`src/rtl/fetch_stage.sv`:
```
// MIPS instruction-fetch stage: owns the PC, fetches words over a req/ack
// handshake, and feeds the IF/ID register with stall, squash and a one-entry hold buffer.
module fetch_stage #(
  parameter logic [31:0] RESET_PC = 32'h0000_0000
) (
  input  logic        i_clk,
  input  logic        i_rst_n,
  input  logic        i_stall,
  input  logic        i_branch_taken,
  input  logic [15:0] i_branch_offset,
  input  logic [31:0] i_branch_base,
  input  logic        i_jump,
  input  logic [25:0] i_jump_index,
  output logic        o_imem_req,
  output logic [31:0] o_imem_addr,
  input  logic        i_imem_ack,
  input  logic [31:0] i_imem_rdata,
  output logic [31:0] o_pc,
  output logic [31:0] o_if_id_instr,
  output logic [31:0] o_if_id_pc4,
  output logic        o_if_id_valid
);

  localparam logic [0:0] S_REQ  = 1'b0;
  localparam logic [0:0] S_HOLD = 1'b1;

  // Low bits are forced to zero so the PC can never leave word alignment.
  localparam logic [31:0] RESET_PC_ALIGNED = {RESET_PC[31:2], 2'b00};

  logic [0:0]  state_q, state_d;
  logic [31:0] pc_q, pc_d;
  logic        squash_q, squash_d;
  logic [31:0] redirect_tgt_q, redirect_tgt_d;
  logic [31:0] hold_buf_q, hold_buf_d;
  logic [31:0] hold_pc4_q, hold_pc4_d;
  logic [31:0] if_id_instr_q, if_id_instr_d;
  logic [31:0] if_id_pc4_q, if_id_pc4_d;
  logic        if_id_valid_q, if_id_valid_d;

  logic        redirect;
  logic [31:0] pc_plus4;
  logic [31:0] branch_tgt;
  logic [31:0] jump_tgt;
  logic [31:0] target;

  assign pc_plus4   = pc_q + 32'd4;
  assign branch_tgt = i_branch_base + {{14{i_branch_offset[15]}}, i_branch_offset, 2'b00};
  assign jump_tgt   = {i_branch_base[31:28], i_jump_index, 2'b00};
  assign target     = i_jump ? jump_tgt : branch_tgt;
  assign redirect   = (i_branch_taken | i_jump) & ~i_stall;

  always_comb begin
    // NOTE: every _d gets its hold value first so no path through the case infers a latch.
    state_d        = state_q;
    pc_d           = pc_q;
    squash_d       = squash_q;
    redirect_tgt_d = redirect_tgt_q;
    hold_buf_d     = hold_buf_q;
    hold_pc4_d     = hold_pc4_q;
    if_id_instr_d  = if_id_instr_q;
    if_id_pc4_d    = if_id_pc4_q;
    if_id_valid_d  = if_id_valid_q;

    case (state_q)
      S_REQ: begin
        if (i_imem_ack) begin
          if (squash_q) begin
            // Word belongs to the abandoned path; a newer redirect wins over the saved one.
            pc_d     = redirect ? target : redirect_tgt_q;
            squash_d = 1'b0;
            if (!i_stall) if_id_valid_d = 1'b0;
          end else if (redirect) begin
            pc_d          = target;
            if_id_valid_d = 1'b0;
          end else if (i_stall) begin
            hold_buf_d = i_imem_rdata;
            hold_pc4_d = pc_plus4;
            pc_d       = pc_plus4;
            state_d    = S_HOLD;
          end else begin
            if_id_instr_d = i_imem_rdata;
            if_id_pc4_d   = pc_plus4;
            if_id_valid_d = 1'b1;
            pc_d          = pc_plus4;
          end
        end else begin
          if (redirect) begin
            squash_d       = 1'b1;
            redirect_tgt_d = target;
          end
          if (!i_stall) if_id_valid_d = 1'b0;
        end
      end
      default: begin
        if (!i_stall) begin
          state_d = S_REQ;
          if (redirect) begin
            if_id_valid_d = 1'b0;
            pc_d          = target;
          end else begin
            if_id_instr_d = hold_buf_q;
            if_id_pc4_d   = hold_pc4_q;
            if_id_valid_d = 1'b1;
          end
        end
      end
    endcase
  end

  always_ff @(posedge i_clk) begin
    // NOTE: state updates use non-blocking assignments so every register samples pre-edge values.
    if (!i_rst_n) begin
      state_q       <= S_REQ;
      pc_q          <= RESET_PC_ALIGNED;
      squash_q      <= 1'b0;
      if_id_instr_q <= 32'd0;
      if_id_pc4_q   <= 32'd0;
      if_id_valid_q <= 1'b0;
    end else begin
      state_q       <= state_d;
      pc_q          <= pc_d;
      squash_q      <= squash_d;
      if_id_instr_q <= if_id_instr_d;
      if_id_pc4_q   <= if_id_pc4_d;
      if_id_valid_q <= if_id_valid_d;
    end
  end

  // NOTE: payload registers carry no reset; they are only read once state/squash marks them live.
  always_ff @(posedge i_clk) begin
    redirect_tgt_q <= redirect_tgt_d;
    hold_buf_q     <= hold_buf_d;
    hold_pc4_q     <= hold_pc4_d;
  end

  assign o_imem_req    = i_rst_n & (state_q == S_REQ);
  assign o_imem_addr   = pc_q;
  assign o_pc          = pc_q;
  assign o_if_id_instr = if_id_instr_q;
  assign o_if_id_pc4   = if_id_pc4_q;
  assign o_if_id_valid = if_id_valid_q;

endmodule

```
`config.mk`:
```
export PLATFORM = sky130hd
export DESIGN_NAME = fetch_stage
export DESIGN_NICKNAME = d
export VERILOG_FILES = /design/src/rtl/fetch_stage.sv
export SDC_FILE = /design/constraint.sdc
export NUM_CORES = 1
export LEC_CHECK = 0
export CELL_PAD_IN_SITES_DETAIL_PLACEMENT = 0
export CELL_PAD_IN_SITES_GLOBAL_PLACEMENT = 2
export CORE_UTILIZATION = 28
export CTS_CLUSTER_DIAMETER = 120
export DETAILED_ROUTE_END_ITERATION = 10
export PLACE_DENSITY = 0.78
export SYNTH_ARGS = -nofsm -noshare
export SYNTH_HDL_FRONTEND = slang
export SYNTH_SLANG_ARGS = --single-unit
```
`constraint.sdc`:
```
create_clock -name i_clk -period 2.9 [get_ports i_clk]
set_clock_uncertainty 0.05 [all_clocks]
set_input_delay 0.29 -clock i_clk [delete_from_list [all_inputs] [get_ports i_clk]]
set_output_delay 0.29 -clock i_clk [all_outputs]
set_load 0.01 [all_outputs]
```
### Yosys cells after proc, flatten, opt, wreduce, memory -nomap -nowiden

Cells that the tools add are included.

* add/sub/neg operators: 2
* equality and inequality tests: 5
* multiplexer cells: 37
* bitwise operators: 8
* reduce and logical (&&, ||, !) cells: 8

Operator list (count)
* $mux 32: 22
* $add 32x3->32 const B: 1
* $add 32x32->32: 1
* $mux 1: 15
* $reduce_and 5->1: 2
* $reduce_and 2->1: 3
* $not 1->1: 5
* $ne 2x2->1 const B: 2
* $ne 4x2->1 const B: 1
* $reduce_bool 2->1: 2
* $ne 3x2->1 const B: 1
* $reduce_and 3->1: 1
* $and 1x1->1: 2
* $ne 2x1->1 const B: 1
* $or 1x1->1: 1

* flip-flop bits (word level): 195
* input port bits: 112
* output and inout port bits: 130

### Logic depth before layout (Yosys ltp)

Gate-level depths: netlist of the first run.

* word-level depth: 6
* gate-level depth with buffers: 10

### Worst setup path after synthesis of the first run

Ideal clock, no wire load.

* kind: register -> register
* start point: register squash_q
* end point: register hold_buf_q[0] (enable)
* library setup time: 0.429 ns
* arrival time: 2.350 ns
* path slack: 0.071 ns
* stages on the path, launching flop included: 4
* buffers on the path: 1
* path through: dfxtp_1 > inv_2 > clkbuf_1 > and3_1

* cells in the longest elaborated chain, start to end: 2

RTL lines
* start, declared: line 32 `logic squash_q, squash_d;`
* start signal, assigned: line 122 `squash_q <= squash_d;`
* $not 1->1 (no line)
* $reduce_and 5->1 (no line)
* end signal, assigned: line 132 `hold_buf_q <= hold_buf_d;`
* end, declared: line 34 `logic [31:0] hold_buf_q, hold_buf_d;`

No other way between the ends.
A chain may end at the register's enable or synchronous reset.

### Worst setup path in the final report of the first run

* start point: input i_branch_offset[15]
* end point: register pc_q[30], in the netlist o_imem_addr[30]

* cells in the longest elaborated chain, start to end: 6
* elaborated cells between the ends (all ways): 9
* those cells by class: add/sub (1); mux (8)

RTL lines
* start, declared: line 10 `input logic [15:0] i_branch_offset,`
* $add 32x32->32 *: line 47 `assign branch_tgt = i_branch_base + {{14{i_branch_offset[15]}}, i_branch_offset, 2'b00};`
* $mux 32 *: line 49 `assign target = i_jump ? jump_tgt : branch_tgt;`
* $mux 32 (on tied branches)
* $mux 32: line 67 `if (squash_q) begin`
* $mux 32: line 66 `if (i_imem_ack) begin`
* $mux 32 *: line 64 `case (state_q)`
* end signal, assigned: line 121 `pc_q <= pc_d;`
* end, declared: line 31 `logic [31:0] pc_q, pc_d;`

Mark *: on every way between the ends. The rest lies on a longest branch, timed or not. The select of a mux whose other input is x is not followed.

==> metrics, run 1 <==
clk root buf=clkbuf_16; reg2reg start=o_imem_addr[2]$_SDFFE_PN0P_; MaxCap Viol Count=0; initial detailed-routing violation count=554; post-route ant nets=0; xor-xnor portion of the synthesized cell area=4.10%; setup TNS=0 ns; sequential cell area=4870 sq um; Final Slew Violations=0; Ports=242; # DRC=0; r2r endpoint=o_imem_addr[28]$_SDFFE_PN0P_; kind of critical path=in2reg; relative max-transition margin=53.8%; WP data required=3.23 ns; Post-synth EDFFs=96; Synth cell types=73; clock-pin transition on the worst setup and hold timing paths=0.09 ns; first-pass GRT wire length=51.2 mm; Cells after Synth=1,095; outcome=complete, no violations; synthesized cell area=10,700 sq um; GRT Util Overall=17.2%; Worst Setup End Kind=flip-flop; clock net sink count=195; # H-tree levels=4; Layout Cells excl Fill=1,908; yosys warns=0; DRT Pass-1 Iters=5; grt total ovfl=0; simple logic cell fraction of the synthesized area=13.5%; final setup vio count=0; worst-margin pin slew=0.693 ns; largest net degree at the start of global routing=78; Synth-to-Final Area Change=38.6%; core area=37,700 sq um; cell depth of the worst flop-to-flop path=9; Post-Syn Nets=1,238; die area=39,000 sq um; largest family of logic cells by synthesized area=compound AO/OA/AOI/OAI gates; Hold Vio Cnt, Final=0; worst min path class=in2reg; initial antenna violation count=1; total CTS buffers=17; Filler Cell Count=3,835; vias in the first global route=8,623; top cells by area, synth=edfxtp_1 (27%), dfxtp_1 (19%), mux2i_1 (7.2%); antenna fix cells=0; Synth area leader=edfxtp_1; post-DP HPWL=25.6 mm; CP Capture Point=o_imem_addr[30]$_SDFFE_PN0P_; leakage=6.16 nW; drt total wl=33.4 mm; Worst Path Max Fanout=9; DIE WIDTH=197 um; register area share after synthesis=45.5%; dpl cells=1,876; Starting Density=28.4%; ys async rst share=0%; share of cells above drive strength 1=13.7%; Max Root-Sink Buffers=2; Std-Cell Rows=71; crit path DAT=3.06 ns; Port Buffer Count=241; Final Cycle Share=94.4%; pwr dens=495 nW/um^2; CP Launch Type=input pin; post-synthesis adder-cell area fraction=3.70%; crit path time final=2.74 ns; drt wl/cell=17.5 um; clk_lat worst skew=0.45 ns; DR vias/cell=4.71; synthesized area per cell=9.77 sq um; Max VDD drop=404 uV; CTS tree=built; f_max=365 MHz; RSZ-0062 raised after global routing=no; Compound-Gate Fraction of Synth Area=19.4%; Die Span Y=197 um; Worst R2R Setup Slack=0.20 ns; crit path launch=i_branch_offset[15]; Yosys top cell area share=27.0%; Yosys reg bits=195; Multi-input gate area=5260 sq um; post-synthesis mux area share=8.26%; Main synth FF type=dfxtp_1; Via Count=8,982; final-stage net count=1,528; routability cong.=0.807
==> critical path, cell delays in order <==
cell             delay, ns
clkdlybuf4s50_1       0.39
buf_4                 0.17
buf_4                 0.15
ha_1                  0.30
buf_4                 0.12
nand4_1               0.10
or3_1                 0.41
o22ai_1               0.25
a211oi_4              0.10
a2111oi_1             0.41
a211oi_1              0.11
buf_4                 0.15
o21ai_1               0.11
==> cells in the mapped netlist, types with 30 or more instances <==
cell type and instances:
nand2_1 159, dfxtp_1 99, edfxtp_1 96, o21ai_0 90
mux2i_1 77, nor2_1 55, clkbuf_1 54, a21oi_1 53
o211a_1 39, buf_4 34, xnor2_1 32, ha_1 30
==> worst min path at each step <==
stage / from / endpoint / depth (start not counted)
after detailed placement: o_if_id_pc4[6]$_SDFFE_PN0P_ / o_if_id_pc4[6]$_SDFFE_PN0P_ / 2
after global placement: o_if_id_pc4[6]$_SDFFE_PN0P_ / o_if_id_pc4[6]$_SDFFE_PN0P_ / 2
after global routing: i_rst_n / o_imem_addr[20]$_SDFFE_PN0P_ / 3
after CTS: i_rst_n / o_imem_addr[20]$_SDFFE_PN0P_ / 3
final: i_rst_n / o_imem_addr[20]$_SDFFE_PN0P_ / 3
after floorplan: i_imem_rdata[0] / hold_buf_q[0]$_DFFE_PP_ / 0
==> cell families after synthesis <==
logic type,count (synthesis)
compound gates,298
xor+xnor,50
fa+ha+maj,31
buf+inv,117
flops,195
mux,87
simple gates,317
==> flip-flops by register name, summed over array words and instances (netlist names) <==
register / cells
redirect_tgt_q: 32
o_if_id_pc4: 32
hold_pc4_q: 32
hold_buf_q: 32
o_if_id_instr: 32
o_if_id_valid: 1
squash_q: 1
o_imem_addr: 32
state_q: 1
==> stage by stage <==
step / utilization [%] / power, W / hold slack [ns] / setup WS [ns] / instance area, sq um
6_report: 39.3 / 0.00733 / 0.147 / 0.162 / 14800
5_1_grt: 39.3 / 0.00767 / 0.160 / 0.00750 / 14800
4_1_cts: 39.3 / 0.00740 / 0.131 / 0.00794 / 14800
3_5_place_dp: 37.7 / 0.00496 / 0.410 / -0.464 / 14200
3_3_place_gp: 37.7 / 0.00494 / 0.408 / -0.385 / 14200
2_1_floorplan: - / 0.00411 / 0.339 / 0.0710 / 10700
==> cells in the final DEF (no fill, tap or decap), drive strengths merged, types with 30 or more instances in the layout <==
cell,count
mux2i,77
buf,128
nor2,55
o211a,39
ha,30
nand2,159
edfxtp,96
a21oi,57
xnor2,32
o21ai,95
clkdlybuf4s50,240
dfxtp,99
==> area by class of cell <==
| type | instances | share of cell area, % |
|---|---|---|
| sequential | 195 | 32.8 |
| multi-input combinational | 783 | 35.5 |
| inverter | 20 | 0.507 |
| timing repair buffer | 368 | 22.9 |
| clock inverter | 9 | 0.878 |
| clock buffer | 22 | 3.06 |
| tap | 511 | 4.31 |
==> timing repair <==
action                                  CTS  global route
resized for setup                         0             3
setup buffers                             0             1
endpoints found under the setup margin    0             5
hold buffers                              0             0
==> power by group <==
| group | internal, W | switching, W |
|---|---|---|
| clock | 0.00138 | 0.00106 |
| sequential | 0.00308 | 0.000101 |
| combinational | 0.000864 | 0.000850 |
==> routing by layer <==
| layer | routed length [um] | track usage (%) | vias up |
|---|---|---|---|
| met3 | 1330 | 2.95 | 26 |
| met2 | 14600 | 25.8 | 225 |
| met5 | 17 | 0 | - |
| met4 | 522 | 4.79 | 2 |
| met1 | 16900 | 25.0 | 4203 |
| li1 | - | - | 4526 |
Power figures use the tool's default switching activity.
==> run 2, diff against run 1 <==
- CORE_ASPECT_RATIO: default -> 1.4
- CORE_UTILIZATION: 28 -> 36
- DONT_BUFFER_PORTS: default -> 1
- PLACE_DENSITY: 0.78 -> 0.79
- REMOVE_ABC_BUFFERS: default -> 1
==> run 2 against run 1 <==
Register-to-register slack better by 0.17 ns. Count of clock-buffer cells in the layout stayed put. Final cell count down 21%. Sequential power about the same. Via count shrank 11%. Combinational power down 31%. First-iteration DRC count down 31%. Critical path depth fell by 4. Maximum frequency up 8.4%. Die area fell by 22%. Global-route usage grew 2.5 points. Final area shrank 19%. Critical path type is now reg2reg. Critical endpoint is now o_imem_addr[28]$_SDFFE_PN0P_. Largest power group unchanged.
==> metrics, run 2 (same netlist as run 1, synthesis figures left out) <==
outcome=complete, no violations; reg2reg start=o_imem_addr[2]$_SDFFE_PN0P_; clk_lat worst skew=0.45 ns; delay-heaviest family, CP=simple AND/OR/NAND/NOR gates; Die Span Y=206 um; routability cong.=0.825; P_sw=0.00189 W; Via Count=8,012; Flop pwr share=47.1%; Std-Cell Rows=74; Synth-to-Final Area Change=12.8%; DR vias/cell=5.34; GRT Util Overall=19.6%; worst min path class=in2reg; crit path time final=2.53 ns; pwr dens=563 nW/um^2; Max Root-Sink Buffers=2; Final Instance Area=12,100 sq um; initial detailed-routing violation count=383; worst-margin pin slew=0.823 ns; Starting Density=36.7%; Clk pwr share=35.6%; # DRC=0; commonest non-fill, non-tap cell in the layout=nand2_1; Ports=242; core area=29,200 sq um; DP Area=11,100 sq um; relative max-transition margin=45.2%; cell depth of the worst flop-to-flop path=9; Worst Path Max Fanout=4; combinational share of power=17.3%; Final Slew Violations=0; worst-path cell chain=ha_1, and3_1, nand4_1, or2_1, nor3_1, xor2_1, mux2_2, a211oi_1, o21ai_1; kind of critical path=reg2reg; Switching Share=27.9%; grt total ovfl=0; leakage=5.09 nW; WP data required=3.19 ns; largest net degree at the start of global routing=83; Worst R2R Setup Slack=0.37 ns; Hold Slack=0.0435 ns; Internal=0.00489 W; Port Buffer Count=0; leading cell types in the layout, fill and taps excluded=nand2_1 (159), dfxtp_1 (98), edfxtp_1 (96); total CTS buffers=17; clock net sink count=195; MaxCap Viol Count=0; f_max=396 MHz; crit path DAT=2.82 ns; CP Launch Type=flip-flop; hold path endpoint=state_q$_SDFF_PN0_; DIE WIDTH=148 um; post-DP HPWL=21.1 mm; drt total wl=29.7 mm; Final Cycle Share=87.1%; post-route ant nets=0; clock-pin transition on the worst setup and hold timing paths=0.08 ns; share of cells above drive strength 1=10.6%; CTS tree=built; Hold Vio Cnt, Final=0; drt wl/cell=19.8 um; final setup vio count=0; final-stage net count=1,250; Hold Path Cell Cnt=2; Max VDD drop=377 uV; Hold Crit Start=i_imem_ack; die area=30,400 sq um; initial antenna violation count=1; CP max stage delay=0.38 ns; Worst Setup End Kind=flip-flop; clk root buf=clkbuf_16; first-pass GRT wire length=45.8 mm; antenna fix cells=0; # H-tree levels=4; Filler Cell Count=2,922; CP Buf/Inv Count=0; RSZ-0062 raised after global routing=no; DRT Pass-1 Iters=6; Crit-path slowest cell=or2_1; r2r endpoint=o_imem_addr[28]$_SDFFE_PN0P_; vias in the first global route=7,810
## run 2: cell count changes in the layout (fill, tap and decap cells not counted), moves of 3 or more
cell / delta
buf_4: -73
dlygate4sd3_1: +36
clkdlybuf4s50_1: -240
inv_6: +3
## run 2: cell type report
cell class	instances	area, sq um	share of cell area, %
clock buffer	22	464	3.85
clock inverter	10	123	1.02
inverter	20	75.1	0.623
multi-input combinational	783	5240	43.5
sequential	195	4870	40.4
tap	380	475	3.94
timing repair buffer	90	811	6.72
## run 2: worst max-delay path by stage
stage	startpoint	slack [ns]	cells after the start	end
6_report	o_imem_addr[2]$_SDFFE_PN0P_	0.37	9	o_imem_addr[28]$_SDFFE_PN0P_
5_1_grt	o_imem_addr[2]$_SDFFE_PN0P_	0.22	9	o_imem_addr[28]$_SDFFE_PN0P_
4_1_cts	o_imem_addr[2]$_SDFFE_PN0P_	0.33	9	o_imem_addr[28]$_SDFFE_PN0P_
3_5_place_dp	i_branch_offset[4]	0.01	9	redirect_tgt_q[31]$_DFFE_PP_
3_3_place_gp	i_branch_offset[0]	0.07	10	redirect_tgt_q[20]$_DFFE_PP_
2_1_floorplan	state_q$_SDFF_PN0_	-5.07	4	o_if_id_pc4[2]$_SDFFE_PN0P_
## run 2: repair_timing
action | CTS | global route
buffers inserted | 0 | 0
hold endpoints to repair | 116 | 0
hold buffers | 37 | 0
resized for setup | 0 | 0
## run 2: power groups by stage
stage               clock network, W  logic (W)  registers [W]
finish                       0.00241    0.00118        0.00319
floorplan                          0   0.000719        0.00330
CTS                          0.00247    0.00119        0.00319
global route                 0.00257    0.00131        0.00321
detailed placement                 0    0.00112        0.00326
global placement                   0    0.00111        0.00325
## run 2: layer usage
layer | global-route usage (%) | vias to the layer above | wire length (um)
met4 | 5.82 | 0 | 533
met3 | 6.40 | 31 | 2260
met2 | 34.0 | 221 | 14500
li1 | - | 3979 | -
met5 | 0 | - | 0
met1 | 23.0 | 3781 | 12400
## run 2: worst register-to-register path, delay by kind of cell (launching register included)
family,cells,cell delay [ns]
simple gates,4,1.07
flops,1,0.34
compound gates,2,0.32
mux,1,0.30
fa+ha+maj,1,0.18
xor+xnor,1,0.16
## run 2: stage by stage
| step | cells | setup TNS [ns] | total power, W | util [%] | setup WS, ns |
|---|---|---|---|---|---|
| after floorplan | 998 | -261.88 | 0.00402 | - | -5.07 |
| after global placement | 1431 | 0 | 0.00436 | 38.0 | 0.0665 |
| after detailed placement | 1431 | 0 | 0.00438 | 38.0 | 0.0140 |
| after CTS | 1500 | 0 | 0.00686 | 41.3 | 0.326 |
| after global routing | 1500 | 0 | 0.00709 | 41.3 | 0.218 |
| final | 1500 | 0 | 0.00679 | 41.3 | 0.374 |
==> run 3, diff against run 2 <==
- PLACE_DENSITY: 0.79 -> default
- PLACE_DENSITY_LB_ADDON: default -> 0.1
- SLEW_MARGIN: default -> 25
==> run 3 against run 2 <==
Die area is the same. Hold slack lost 0.010 ns. Wire length grew 2.1%. Setup slack lost 0.078 ns. Core utilization grew 0.27 points. Final area grew 0.66%. Global-route usage grew 0.77 points. Clock power is essentially flat. Maximum frequency shrank 3.0%. Via count shrank 0.57%. Flip-flop and latch count is the same. Critical endpoint unchanged. Largest cell class unchanged. Highest routed layer unchanged.
==> metrics, run 3 (same netlist as run 1, synthesis figures left out) <==
outcome=complete, no violations; commonest non-fill, non-tap cell in the layout=nand2_1; power after layout=0.00681 W; drt total wl=30.3 mm; f_max=384 MHz; Global Route met2 Usage=34.6%; final-stage net count=1,261; Final Slew Violations=0; vias in the first global route=8,020; relative max-transition margin=44.3%; initial detailed-routing violation count=367; worst min path class=in2reg; Via Count=7,966; Placement Setup Slack=0.105 ns; total CTS buffers=17; Std-Cell Rows=74; Worst Setup End Kind=flip-flop; sequential cell area=4870 sq um; grt total ovfl=0; WP data required=3.19 ns; Hold Vio Cnt, Final=0; Ports=242; MaxCap Viol Count=0; drt wl/cell=20.1 um; clock net sink count=195; worst-margin pin slew=0.836 ns; share of cells above drive strength 1=10.9%; DR vias/cell=5.28; DIE WIDTH=148 um; Port Buffer Count=0; Setup Fix Bufs, Post-CTS=0; CP Launch Type=flip-flop; largest net degree at the start of global routing=82; clk_lat worst skew=0.45 ns; leakage=5.13 nW; routability cong.=0.795; # H-tree levels=4; GR Layer Usage met1=25.3%; core area=29,200 sq um; crit path DAT=2.89 ns; Max Root-Sink Buffers=2; clock-pin transition on the worst setup and hold timing paths=0.07 ns; die area=30,400 sq um; clk root buf=clkbuf_16; worst setup margin=0.295 ns; # DRC=0; final setup vio count=0; GRT Max-Usage Layer=met2; RSZ-0062 raised after global routing=no; pwr dens=561 nW/um^2; leading cell types in the layout, fill and taps excluded=nand2_1 (159), dfxtp_1 (98), edfxtp_1 (96); post-route ant nets=0; Synth-to-Final Area Change=13.5%; first-pass GRT wire length=47.1 mm; kind of critical path=reg2reg; CTS Hold Bufs=39; initial antenna violation count=1; Worst Path Max Fanout=4; DRT Pass-1 Iters=4; Multi-input gate area=5240 sq um; Die Span Y=206 um; post-DP HPWL=21.4 mm; antenna fix cells=0; GRT Util Overall=20.4%; crit path time final=2.60 ns; Max VDD drop=396 uV; CTS tree=built; Starting Density=36.7%; CTS resizes=0; Filler Cell Count=2,907; Final Cycle Share=89.8%; met3 usage=5.30%
run 3: changes by cell type in the layout (fill, tap and decap cells not counted):
cell           delta
clkinv_4          -1
clkinv_1          +1
bufinv_16         +1
clkinvlp_4        -1
buf_4             +9
dlygate4sd3_1     +2
clkinv_2          +1
clkbuf_1          +3
inv_4             -1
inv_6             -4
run 3: critical path: stages (launching register included):
cell and delay [ns]:
dfxtp_1 0.35, ha_1 0.18, and3_1 0.23, nand4_1 0.28, or2_1 0.39, nor3_1 0.20, xor2_1 0.16, mux2_2 0.30
a211oi_1 0.26, o21ai_1 0.08
run 3: routing by layer:
layer	vias to the layer above	share of wire (%)
met2	186	48
met3	28	6.4
li1	3985	-
met1	3767	44
met5	-	0
met4	0	1.5
run 3: layout make-up:
class	instances	area share, %
Sequential cell	195	40.1
Inverter	20	0.618
Multi-Input combinational cell	783	43.2
Clock buffer	25	3.92
Timing Repair Buffer	101	7.40
Tap cell	380	3.92
Clock inverter	6	0.856
run 3: path summary, 6_finish.rpt:
path,from,endpoint,slack (ns),depth (start not counted)
hold reg to reg,o_if_id_pc4[6]$_SDFFE_PN0P_,o_if_id_pc4[6]$_SDFFE_PN0P_,0.47,2
setup / recovery,o_imem_addr[2]$_SDFFE_PN0P_,o_imem_addr[28]$_SDFFE_PN0P_,0.30,9
hold / removal,i_jump_index[23],redirect_tgt_q[25]$_DFFE_PP_,0.03,2
setup reg to reg,o_imem_addr[2]$_SDFFE_PN0P_,o_imem_addr[28]$_SDFFE_PN0P_,0.30,9
run 3: through the flow:
step | hold slack, ns | cells | cell area (sq um) | TNS [ns] | util [%]
2_1_floorplan | 0.339 | 998 | 10200 | -261.88 | -
3_3_place_gp | 0.339 | 1440 | 11200 | 0 | 38.2
3_5_place_dp | 0.339 | 1440 | 11200 | 0 | 38.2
4_1_cts | 0.0109 | 1510 | 12100 | 0 | 41.6
5_1_grt | 0.0219 | 1510 | 12100 | 0 | 41.6
6_report | 0.0334 | 1510 | 12100 | 0 | 41.6
run 3: power by group:
group / switching, W / total, W / internal (W)
combinational: 0.000707 / 0.00121 / 0.000498
sequential: 0.000112 / 0.00319 / 0.00308
clock: 0.00102 / 0.00241 / 0.00139
